===== src/rtl/alu_uart_interface.sv =====
// alu_uart_interface: collects operand A, operand B and an opcode byte from a
// UART receiver, presents them to an external combinational ALU, then hands
// the ALU result to a UART transmitter and waits for it to finish the byte.
module alu_uart_interface #(
  parameter int NB_DATA = 8,
  parameter int NB_OP   = 6
) (
  input  logic                      i_clk,
  input  logic                      i_rst_n,
  input  logic        [NB_DATA-1:0] i_rx_data,
  input  logic                      i_rx_done,
  input  logic                      i_tx_done,
  input  logic signed [NB_DATA-1:0] i_alu_result,
  output logic signed [NB_DATA-1:0] o_alu_data_A,
  output logic signed [NB_DATA-1:0] o_alu_data_B,
  output logic        [NB_OP-1:0]   o_alu_op,
  output logic        [NB_DATA-1:0] o_tx_data,
  output logic                      o_tx_start,
  output logic                      o_busy
);

  typedef enum logic [2:0] {
    WAIT_A,
    WAIT_B,
    WAIT_OP,
    EXEC,
    WAIT_TX
  } state_t;

  state_t state;
  state_t state_next;

  // One-cycle load strobes decoded from the current state and inputs.
  logic cap_a;
  logic cap_b;
  logic cap_op;
  logic exec;

  // Next-state and load-strobe decode; rx bytes outside the three capture
  // states fall through the defaults and are therefore dropped.
  always_comb begin
    // NOTE: every output of this block gets a default before the case so no
    // path leaves a signal unassigned, which would otherwise infer a latch.
    state_next = state;
    cap_a      = 1'b0;
    cap_b      = 1'b0;
    cap_op     = 1'b0;
    exec       = 1'b0;
    case (state)
      WAIT_A: begin
        if (i_rx_done) begin
          cap_a      = 1'b1;
          state_next = WAIT_B;
        end
      end
      WAIT_B: begin
        if (i_rx_done) begin
          cap_b      = 1'b1;
          state_next = WAIT_OP;
        end
      end
      WAIT_OP: begin
        if (i_rx_done) begin
          cap_op     = 1'b1;
          state_next = EXEC;
        end
      end
      EXEC: begin
        exec       = 1'b1;
        state_next = WAIT_TX;
      end
      WAIT_TX: begin
        if (i_tx_done) begin
          state_next = WAIT_A;
        end
      end
      default: state_next = WAIT_A;
    endcase
  end

  // State register with synchronous active-low reset.
  always_ff @(posedge i_clk) begin
    // NOTE: reset is tested inside the clocked block only (not in the
    // sensitivity list), so it acts synchronously and wins over every event.
    if (!i_rst_n) begin
      state <= WAIT_A;
    end else begin
      state <= state_next;
    end
  end

  // Operand, opcode and result registers plus the tx_start pulse.
  always_ff @(posedge i_clk) begin
    // NOTE: sequential state uses non-blocking assignments so all registers
    // update together from pre-edge values, independent of statement order.
    if (!i_rst_n) begin
      o_alu_data_A <= '0;
      o_alu_data_B <= '0;
      o_alu_op     <= '0;
      o_tx_data    <= '0;
      o_tx_start   <= 1'b0;
    end else begin
      // EXEC lasts exactly one cycle, so this can never be high twice in a row.
      o_tx_start <= exec;
      if (cap_a) begin
        o_alu_data_A <= i_rx_data;
      end
      if (cap_b) begin
        o_alu_data_B <= i_rx_data;
      end
      if (cap_op) begin
        // Upper bits of the opcode byte are discarded; undefined codes pass.
        o_alu_op <= i_rx_data[NB_OP-1:0];
      end
      if (exec) begin
        o_tx_data <= i_alu_result;
      end
    end
  end

  assign o_busy = (state == EXEC) || (state == WAIT_TX);

endmodule


===== config.mk =====
export PLATFORM = sky130hd
export DESIGN_NAME = alu_uart_interface
export DESIGN_NICKNAME = d
export VERILOG_FILES = /design/src/rtl/alu_uart_interface.sv
export SDC_FILE = /design/constraint.sdc
export NUM_CORES = 1
export LEC_CHECK = 0
export ABC_CLOCK_PERIOD_IN_PS = 2000
export BUFFER_PORTS_ARGS = -buffer_cell sky130_fd_sc_hd__buf_2
export CORE_MARGIN = 8
export CORE_UTILIZATION = 51
export CTS_CLUSTER_SIZE = 28
export DETAILED_ROUTE_END_ITERATION = 12
export GPL_TIMING_DRIVEN = 0
export MAX_ROUTING_LAYER = met4
export PLACE_DENSITY_LB_ADDON = 0.05
export SLEW_MARGIN = 20
export SYNTH_ARGS = -nofsm -noshare
export SYNTH_HDL_FRONTEND = slang
export SYNTH_SLANG_ARGS = --single-unit

===== constraint.sdc =====
create_clock -name i_clk -period 2 [get_ports i_clk]
set_input_delay 0.4 -clock i_clk [delete_from_list [all_inputs] [get_ports i_clk]]
set_output_delay 0.4 -clock i_clk [all_outputs]
set_load 0.005 [all_outputs]

==> impl_results.md, run 1 <==
- Worst Tran Pin Value: 482.5 ps
- Die area: 4562 sq um
- Syn Nets: 156
- Largest family of logic cells by synthesized area: multiplexers
- Rows: 18
- CORE AREA: 2500 sq um
- Crit path max-delay cell type: dfxtp_1
- Crit share post-route: 92.53%
- Depth of the CTS H-tree: 2
- Met2 WL: 1599 um
- Post-Synth Adder-Cell Area: 0%
- First-pass GRT wire length: 5271 um
- Synthesized area per cell: 9.964 sq um
- List of most frequent post-synthesis cells: 46 x nand2_1, 34 x dfxtp_1, 30 x mux2i_1
- Die height: 67.55 um
- Clock Latency Late Sink: 340 ps
- Initial DRC count: 32
- Seq/Total Area, Yosys: 50.23%
- Top area cells in the synthesized netlist: dfxtp_1 50%, mux2i_1 22%, nand2_1 13%
- Worst-path clk slew: 110 ps
- Dpl hpwl: between 2000 and 2500 um
- Antenna cells: 0
- #FFs+latches synth: 34
- Top cell type by total area after synthesis: dfxtp_1
- Area of the multi-input gates: 599.3 sq um
- Fin. max-slew vios: 0
- Initial antenna violation count: 0
- Fin crit period: 1851 ps
- Gr usage total: 15.77%
- Unrepaired setup endpoints after global routing: no
- PostCTS Resize Cnt: 0
- Critical path, cell by cell: and3b_1 -> buf_6 -> a21o_1 -> buf_2
- Ys Warns: 0
- R2R Setup Slk: 800 ps
- WL final: 3244 um
- # hold bufs at CTS: 0
- P&R area growth vs syn: 29.82%
- CP Class: flip-flop to output pin
- Vias in the first global route: 1175
- Maximum vdd ir drop: about 0.64 mV
- Total power: 1.527 mW
- I/O pin total: 52
- Final worst setup slack: 149.3 ps
- Final clock skew: roughly 8.1 ps
- WL/cell: 14.42 um
- Highest metal used: met4
- CTS Buffer Depth: 2
- Initial core utilization: 54.20%
- Critical path capture point type: output pin
- Post-synth EDFFs: 0
- Die X-Extent: just under 70 um
- Detail Route Antenna Nets: 0
- Final hold vios: 0
- Final #Nets: 214
- Crit-path max FO: 10
- Slew margin rel.: between 60% and 70%
- Synth Area in Compound Gates: 1.847%
- CTS sink cnt: 34
- Synthesized instance count: 136
- Clock root cell: clkbuf_4
- Met1 Wirelength: 1392 um
- DR vias: 1113
- Reg area: 680.7 sq um
- Top cell type's share of synthesized area: 50.23%
- Port Buf Inserts: 51
- Pin count of the biggest net entering global routing: 12
- Vias/cell: between 4 and 5
- Placement Setup Slack: 536.7 ps
- CTS tree: yes
- Post-synth ARST share: 0%
- Congestion Overflow GR: 0
- Primary FF master, synth: dfxtp_1
- Count leader, synth: nand2_1
- Setup violations, final: 0
- Hold crit path type: input port to flip-flop
- Pwr dens: around 870 nW/um^2
- Max incr delay on CP: 490 ps
- Min Hold Slack: around 300 ps
- Aggregate negative setup slack: 0 ps
- Critical Path AT: 1450 ps
- Leak: 0.8769 nW
- Post-synthesis mux area share: 22.16%
- Crit path max-delay family: flip-flops
- Postcts setup bufs: 0
- Post-synthesis cell type count: 20
- # fillers: 194
- Max cap viols: 0
- Drt pass-1 iters: 4
- Total CTS buffers: 5
- Buffers and inverters on the worst path: 2
- Gpl congestion: 0.7593
- Synth Area in XOR/XNOR: 0%
- Mapped cell area: 1355 sq um
- F_max: 0.5403 GHz
- Share of cells above drive strength 1: 34.87%
- Status: finished clean
- Simple-gate share of the synthesized area: 20.22%
- Met3 routed wirelength: between 150 and 200 um
- Setup crit start kind: flip-flop
- CP Data Required Time: 1600 ps
- DRC errors left: 0
-- layer usage --
| layer | track usage (%) | vias up |
|---|---|---|
| met5 | - | - |
| met4 | 7.833 | 0 |
| met3 | 3.974 | 9 |
| met2 | 26.75 | 35 |
| met1 | 16.63 | 506 |
| li1 | - | 563 |
-- report_power, final --
part           internal, mW  switching, mW  total [mW]
Clock                 0.423          0.239       0.663
Sequential            0.703         0.0138       0.717
Combinational        0.0728         0.0749       0.148
Total                  1.20          0.328        1.53
-- per-stage QoR --
step / cell area [sq um] / instances / util (%)
floorplan: 1355 / 136 / -
global placement: 1648 / 217 / 65.92
detailed placement: 1648 / 217 / 65.92
CTS: 1759 / 225 / 70.37
global route: 1759 / 225 / 70.37
finish: 1759 / 225 / 70.37
-- final timing paths --
check | start | endpoint | cells past startpoint
worst min-delay path | i_alu_result[7] | o_tx_data[7] | 3
worst min register to register | o_alu_data_B[3] | o_alu_data_B[3] | 2
worst max register to register | state[0] | o_alu_data_A[7] | 4
worst max-delay path | state[1] | o_busy | 4
-- flip-flops by register name (all words and copies together), names as in the netlist --
register and flops:
o_alu_data_A 8, o_alu_data_B 8, o_alu_op 6, o_tx_data 8, o_tx_start 1, state 3
-- layout make-up --
| class | instances | share of cell area [%] |
|---|---|---|
| plain buffers | 10 | 4.267 |
| flip-flops and latches | 34 | 38.69 |
| multi-input cells | 92 | 34.07 |
| clock inverters | 2 | 3.414 |
| well taps | 30 | 2.134 |
| clock buffers | 6 | 2.916 |
| repair buffers | 51 | 14.51 |
-- cell usage in the layout, fill, tap and decap left out, drive strengths merged, types with 2 or more instances in the layout --
cell | Yosys | routed
buf | 8 | 59
nand2 | 46 | 46
dfxtp | 34 | 34
mux2i | 30 | 30
clkbuf | 2 | 8
nand2b | 3 | 3
a21oi | 2 | 2
bufinv | 0 | 2
nor4b | 2 | 2
-- cells by family after synthesis --
kind of cell,count (synthesis)
buf+inv,10
mux,30
flops,34
simple gates,58
compound gates,4
-- worst reg2reg max path: stages (launching register included) --
cell	delay, ps
dfxtp_1	320
buf_6	130
nor4b_2	280
buf_6	200
mux2i_1	200
No activity file was read; power rests on OpenSTA's default activity.
==> inputs of run 2 (changes only) <==
Settings changed: CORE_MARGIN 8 to not set.
==> run 2 against run 1 <==
Compared with the run above:
- routed wire length decreased by 13%
- via count grew 1.6%
- worst hold slack worse by 8.4 ps
- die area is 37% lower
- worst setup slack improved by 1.4 ps
- fmax hardly changed
- core utilization down 1.2 points
- first-iteration DRC count is 47% lower
- clock power fell by 22%
- register-to-register slack about the same
- cell count is 0.44% lower
- sequential share of layout area up 0.67 points
==> impl_results.md, run 2 (synthesis results as in run 1) <==
- Fin crit period: 1849 ps (-1.370 ps)
- Clock root cell: clkbuf_4
- Final hold vios: 0 (unchanged)
- Detail Route Antenna Nets: 0 (unchanged)
- Pin count of the biggest net entering global routing: 11 (-1)
- WL/cell: 12.54 um (-13%)
- Unrepaired setup endpoints after global routing: no
- Hold path cells: 3 (unchanged)
- I/O pin total: 52 (unchanged)
- Setup violations, final: 0 (unchanged)
- Non-Filler Instances: 224 (-0.44%)
- Rows: 18 (unchanged)
- CTS tree: yes
- CP Data Required Time: 1600 ps (about the same)
- Final Util: 69.17% (-1.2 points)
- Total CTS buffers: 5 (unchanged)
- CP Class: flip-flop to output pin
- DR vias: 1131 (+1.6%)
- Share of cells above drive strength 1: 34.54% (-0.34 points)
- Maximum vdd ir drop: 0.9087 mV (+42%)
- Critical path capture point type: output pin
- # hold bufs at CTS: 0 (unchanged)
- Placed cell count: 217 (unchanged)
- Die area: 2867 sq um (-37%)
- Setup crit start kind: flip-flop
- R2R depth: 3 (-1)
- Initial core utilization: 54.20% (unchanged)
- Depth of the CTS H-tree: 2 (unchanged)
- Vias/cell: 5.049 (+2.1%)
- DRC errors left: 0 (unchanged)
- Postcts setup bufs: 0 (unchanged)
- Gpl congestion: 0.7115 (-6.3%)
- PostCTS Resize Cnt: 0 (unchanged)
- Commonest non-fill, non-tap cell in the layout: buf_2
- Antenna cells: 0 (unchanged)
- # fillers: 218 (+12%)
- Crit-path max FO: 10 (unchanged)
- Port Buf Inserts: 51 (unchanged)
- CTS Buffer Depth: 2 (unchanged)
- Worst Tran Pin Value: 480.9 ps (-1.661 ps)
- Pwr dens: 796.7 nW/um^2 (-8.2%)
- Worst r2r src: state[1]
- Total power: 1.378 mW (-9.8%)
- Hold endpoint: o_tx_data[4]
- Dpl hpwl: 2045 um (-15%)
- First-pass GRT wire length: 4112 um (-22%)
- Congestion Overflow GR: 0 (unchanged)
- Gr usage total: 22.19% (+6.4 points)
- WL final: 2809 um (-13%)
- Critical Path AT: 1450 ps (about the same)
- Aggregate negative setup slack: 0 ps (unchanged)
- Die X-Extent: 53.55 um (-21%)
- F_max: 0.5407 GHz (about the same)
- Vias in the first global route: 958 (-18%)
- Initial DRC count: 17 (-47%)
- Hold_sp: i_alu_result[4]
- Most frequent cells in the layout: 54 x buf_2, 46 x nand2_1, 34 x dfxtp_1
- Status: finished clean
- Worst reg2reg endpoint: o_tx_data[6]
- Final clock skew: 9.906 ps (+1.764 ps)
- Die height: 53.55 um (-21%)
- Slew margin rel.: 67.94% (+0.11 points)
- Worst-path clk slew: 100 ps (about the same)
- CORE AREA: 2500 sq um (unchanged)
- Fin. max-slew vios: 0 (unchanged)
- Leak: 0.8628 nW (-1.6%)
- P&R area growth vs syn: 27.61%
- Final #Nets: 214 (unchanged)
- Largest registers: o_alu_data_A (8), o_alu_data_B (8), o_tx_data (8)
- Clock Latency Late Sink: 330 ps (about the same)
- Drt pass-1 iters: 4 (unchanged)
- Crit share post-route: 92.47% (about the same)
- R2R Setup Slk: 810 ps (about the same)
- Hold crit path type: input port to flip-flop
- CTS sink cnt: 34 (unchanged)
- Max cap viols: 0 (unchanged)
- Initial antenna violation count: 0 (unchanged)
-- run 2: worst max-delay path, cell delays in order, from the launching register on --
cell and delay [ps]:
dfxtp_1 480, and3b_1 260, buf_6 180, a21o_1 100, buf_2 110
-- run 2: worst max path at each step --
stage              from     end  cells past startpoint
6_report       state[1]  o_busy                      4
3_3_place_gp   state[2]  o_busy                      4
3_5_place_dp   state[1]  o_busy                      4
5_1_grt        state[1]  o_busy                      4
2_1_floorplan  state[0]  o_busy                      4
4_1_cts        state[1]  o_busy                      4
-- run 2: cell type report --
cell class                      instances  area (sq um)  area share (%)
Buffer                                 10         75.07           4.342
Sequential cell                        34         680.7           39.36
Timing Repair Buffer                   51         255.2           14.76
Clock buffer                            6         51.30           2.967
Multi-Input combinational cell         92         599.3           34.66
Tap cell                               30         37.54           2.171
Clock inverter                          1         30.03           1.737
-- run 2: through the flow --
stage          hold slack [ps]  worst slack (ps)  instance area [sq um]
2_1_floorplan            451.1             706.2                   1355
3_3_place_gp             438.1             555.9                   1648
3_5_place_dp             445.8             515.2                   1648
4_1_cts                  282.7             130.7                   1729
5_1_grt                  293.6             48.27                   1729
6_report                 295.5             150.7                   1729
-- run 2: layer usage --
| layer | share of wire (%) | wire (um) | global-route usage (%) |
|---|---|---|---|
| met5 | 0 | 0 | - |
| met4 | 0.68 | 19 | 15.79 |
| met3 | 5.6 | 156 | 6.215 |
| met2 | 51 | 1433 | 34.58 |
| met1 | 43 | 1200 | 24.22 |
-- run 2: where the power goes --
part | internal, mW | leakage [nW] | switching, mW | total (mW)
registers | 0.703 | 0.276 | 0.0137 | 0.716
logic | 0.0727 | 0.542 | 0.0719 | 0.145
clock network | 0.291 | 0.0443 | 0.226 | 0.517
total | 1.07 | 0.863 | 0.311 | 1.38
==> inputs of run 3 (changes only) <==
Settings changed: ABC_AREA set to 1, CORE_UTILIZATION 51 to 49.
==> run 3 against run 2 <==
Compared with the run above:
- clock skew is 4.3 ps lower
- fmax rose by 7.0%
- combinational power is 53% higher
- sequential power grew 5.9%
- critical path type unchanged
- largest cell class unchanged
- highest routed layer unchanged
==> impl_results.md, run 3 <==
- Worst-path clk slew: 90 ps (about the same)
- Postcts setup bufs: 0 (unchanged)
- Min Hold Slack: 302.1 ps (+6.656 ps)
- Total internal power: 0.9953 mW (-6.7%)
- Status: finished clean
- Gpl congestion: 0.8492 (+19%)
- Slew margin rel.: 73.24% (+5.3 points)
- R2R depth: 7 (+4)
- Pin count of the biggest net entering global routing: 11 (unchanged)
- Crit-path max FO: 10 (unchanged)
- PostCTS Resize Cnt: 0 (unchanged)
- Drt pass-1 iters: 4 (unchanged)
- CP Data Required Time: 1600 ps (about the same)
- Hold path cells: 3 (unchanged)
- Mapped cell area: 1242 sq um (-8.3%)
- CTS tree: yes
- Clock root cell: clkbuf_4
- Fin crit period: 1729 ps (-120.5 ps)
- Depth of the CTS H-tree: 2 (unchanged)
- Critical path, cell by cell: nor2_4 -> nand2_1 -> buf_6 -> nand2_1 -> buf_2
- Die X-Extent: 52.36 um (-2.2%)
- Total CTS buffers: 5 (unchanged)
- DRC errors left: 0 (unchanged)
- Worst reg2reg endpoint: o_alu_data_B[2]
- Dpl hpwl: 2061 um (+0.75%)
- Unrepaired setup endpoints after global routing: no
- Setup violations, final: 0 (unchanged)
- Count leader, synth: nor2_1
- Critical path capture point type: output pin
- Most frequent cell on the critical path: nand2_1
- Crit share post-route: 86.44% (-6.0 points)
- Final #Nets: 242 (+13%)
- Detail Route Antenna Nets: 0 (unchanged)
- Post-synth ARST share: 0% (unchanged)
- CP Class: flip-flop to output pin
- # hold bufs at CTS: 0 (unchanged)
- Final hold vios: 0 (unchanged)
- CTS sink cnt: 34 (unchanged)
- Top cell type's share of synthesized area: 54.78% (+4.6 points)
- Post-synthesis cell type count: 15 (-25%)
- I/O pin total: 52 (unchanged)
- Max incr delay on CP: 490 ps (about the same)
- Clock share of power: 28.5% (-9.0 points)
- First-pass GRT wire length: 4547 um (+11%)
- Fin. max-slew vios: 0 (unchanged)
- Initial antenna violation count: 0 (unchanged)
- Hold crit path type: input port to flip-flop
- R2R Setup Slk: 800 ps (about the same)
- Seq/Total Area, Yosys: 54.78% (+4.6 points)
- Clock Latency Late Sink: 340 ps (about the same)
- Commonest non-fill, non-tap cell in the layout: nor2_1
- DR vias: 1224 (+8.2%)
- Primary FF master, synth: dfxtp_1
- List of most frequent post-synthesis cells: 66 x nor2_1, 34 x dfxtp_1, 30 x o21ai_0
- Top area cells in the synthesized netlist: dfxtp_1 55%, nor2_1 20%, o21ai_0 12%
- Vias in the first global route: 1101 (+15%)
- Aggregate negative setup slack: 0 ps (unchanged)
- Synthesized area per cell: 7.576 sq um (-24%)
- Initial DRC count: 22 (+5)
- Die area: 2741 sq um (-4.4%)
- Worst Tran Pin Value: 401.3 ps (-79.55 ps)
- Worst r2r src: state[0]
- Logic pwr share: 16.2% (+5.7 points)
- WL final: 2790 um (-0.68%)
- Max cap viols: 0 (unchanged)
- Maximum vdd ir drop: 0.6062 mV (-33%)
- #FFs+latches synth: 34 (unchanged)
- Crit path max-delay cell type: dfxtp_1
- Synthesized instance count: 164 (+21%)
- Rows: 17 (-1)
- F_max: 0.5784 GHz (+7.0%)
- Gr usage total: 24.11% (+1.9 points)
- Leak: 0.8147 nW (-5.6%)
- Port Buf Inserts: 51 (unchanged)
- Final Util: 69.34% (+0.17 points)
- Congestion Overflow GR: 0 (unchanged)
- Post-synth EDFFs: 0 (unchanged)
- Hold endpoint: o_tx_data[4]
- Antenna cells: 0 (unchanged)
- Pwr dens: 861.0 nW/um^2 (+8.1%)
- Reg power frac: 55.3% (+3.3 points)
- Hold_sp: i_alu_result[4]
- WL/cell: 11.12 um (-11%)
- CORE AREA: 2297 sq um (-8.1%)
- Share of cells above drive strength 1: 30.49% (-4.0 points)
- Vias/cell: 4.876 (-3.4%)
- Largest registers: o_alu_data_A (8), o_alu_data_B (8), o_tx_data (8)
- NetSw: 0.3761 mW (+21%)
- Top cell type by total area after synthesis: dfxtp_1
- Syn Nets: 184 (+18%)
- Most frequent cells in the layout: 66 x nor2_1, 51 x buf_2, 34 x dfxtp_1
- Initial core utilization: 54.08% (-0.12 points)
- P&R area growth vs syn: 28.20%
- Sw Ratio: 27.43% (+4.8 points)
- Final clock skew: 5.642 ps (-4.264 ps)
- CTS Buffer Depth: 2 (unchanged)
- Setup crit start kind: flip-flop
- Critical Path AT: 1330 ps (-120 ps)
- Die height: 52.36 um (-2.2%)
- Ys Warns: 0 (unchanged)
## run 3: final cells by class
class | count | area (sq um)
Fill cell | 212 | 704.4
Clock inverter | 1 | 5.005
Tap cell | 28 | 35.03
Inverter | 10 | 37.54
Timing Repair Buffer | 51 | 255.2
Multi-Input combinational cell | 116 | 501.7
Sequential cell | 34 | 680.7
Clock buffer | 7 | 55.05
Buffer | 4 | 22.52
## run 3: power groups by stage
| stage | combinational (mW) | clock [mW] | sequential (mW) |
|---|---|---|---|
| 2_1_floorplan | 0.123 | 0 | 0.778 |
| 3_3_place_gp | 0.217 | 0 | 0.771 |
| 3_5_place_dp | 0.223 | 0 | 0.774 |
| 4_1_cts | 0.224 | 0.400 | 0.759 |
| 5_1_grt | 0.259 | 0.432 | 0.765 |
| 6_report | 0.222 | 0.391 | 0.758 |
## run 3: cell families (layout without fill, tap and decap cells)
| family | count (synthesis) | count (layout) | share of synthesized area, % |
|---|---|---|---|
| AO/OA/AOI/OAI | 32 | 32 | 12.89 |
| buffers and inverters | 14 | 73 | 4.834 |
| flip-flops | 34 | 34 | 54.78 |
| AND/OR/NAND/NOR | 84 | 84 | 27.49 |
## run 3: worst max path at each step
stage / start / to / slack (ps) / cells past startpoint
floorplan: state[0] / o_busy / 820 / 5
global placement: state[2] / o_busy / 670 / 5
detailed placement: state[2] / o_busy / 650 / 5
CTS: state[0] / o_busy / 270 / 6
global route: state[0] / o_busy / 170 / 6
finish: state[2] / o_busy / 270 / 5
## run 3: critical path: cells and delay by family (launching register included)
kind,cells,cell delay [ps]
flip-flops,1,490
AND/OR/NAND/NOR,3,240
buffers and inverters,2,260
## run 3: metal layers
metal  global-route usage, %  vias to the layer above  share of wire [%]
met5                       -                        -                  0
li1                        -                      635                  -
met1                   28.34                      536                 46
met3                   6.667                        9                6.1
met2                   35.02                       44                 45
met4                   17.54                        0                2.9
## run 3: per-stage QoR
| stage | setup slack (ps) | area (sq um) | cells | total power, mW |
|---|---|---|---|---|
| global placement | 668.1 | 1533 | 243 | 0.9882 |
| global route | 171.0 | 1593 | 251 | 1.456 |
| finish | 271.2 | 1593 | 251 | 1.371 |
| detailed placement | 654.3 | 1533 | 243 | 0.9972 |
| floorplan | 824.7 | 1242 | 164 | 0.9010 |
| CTS | 268.8 | 1593 | 251 | 1.383 |
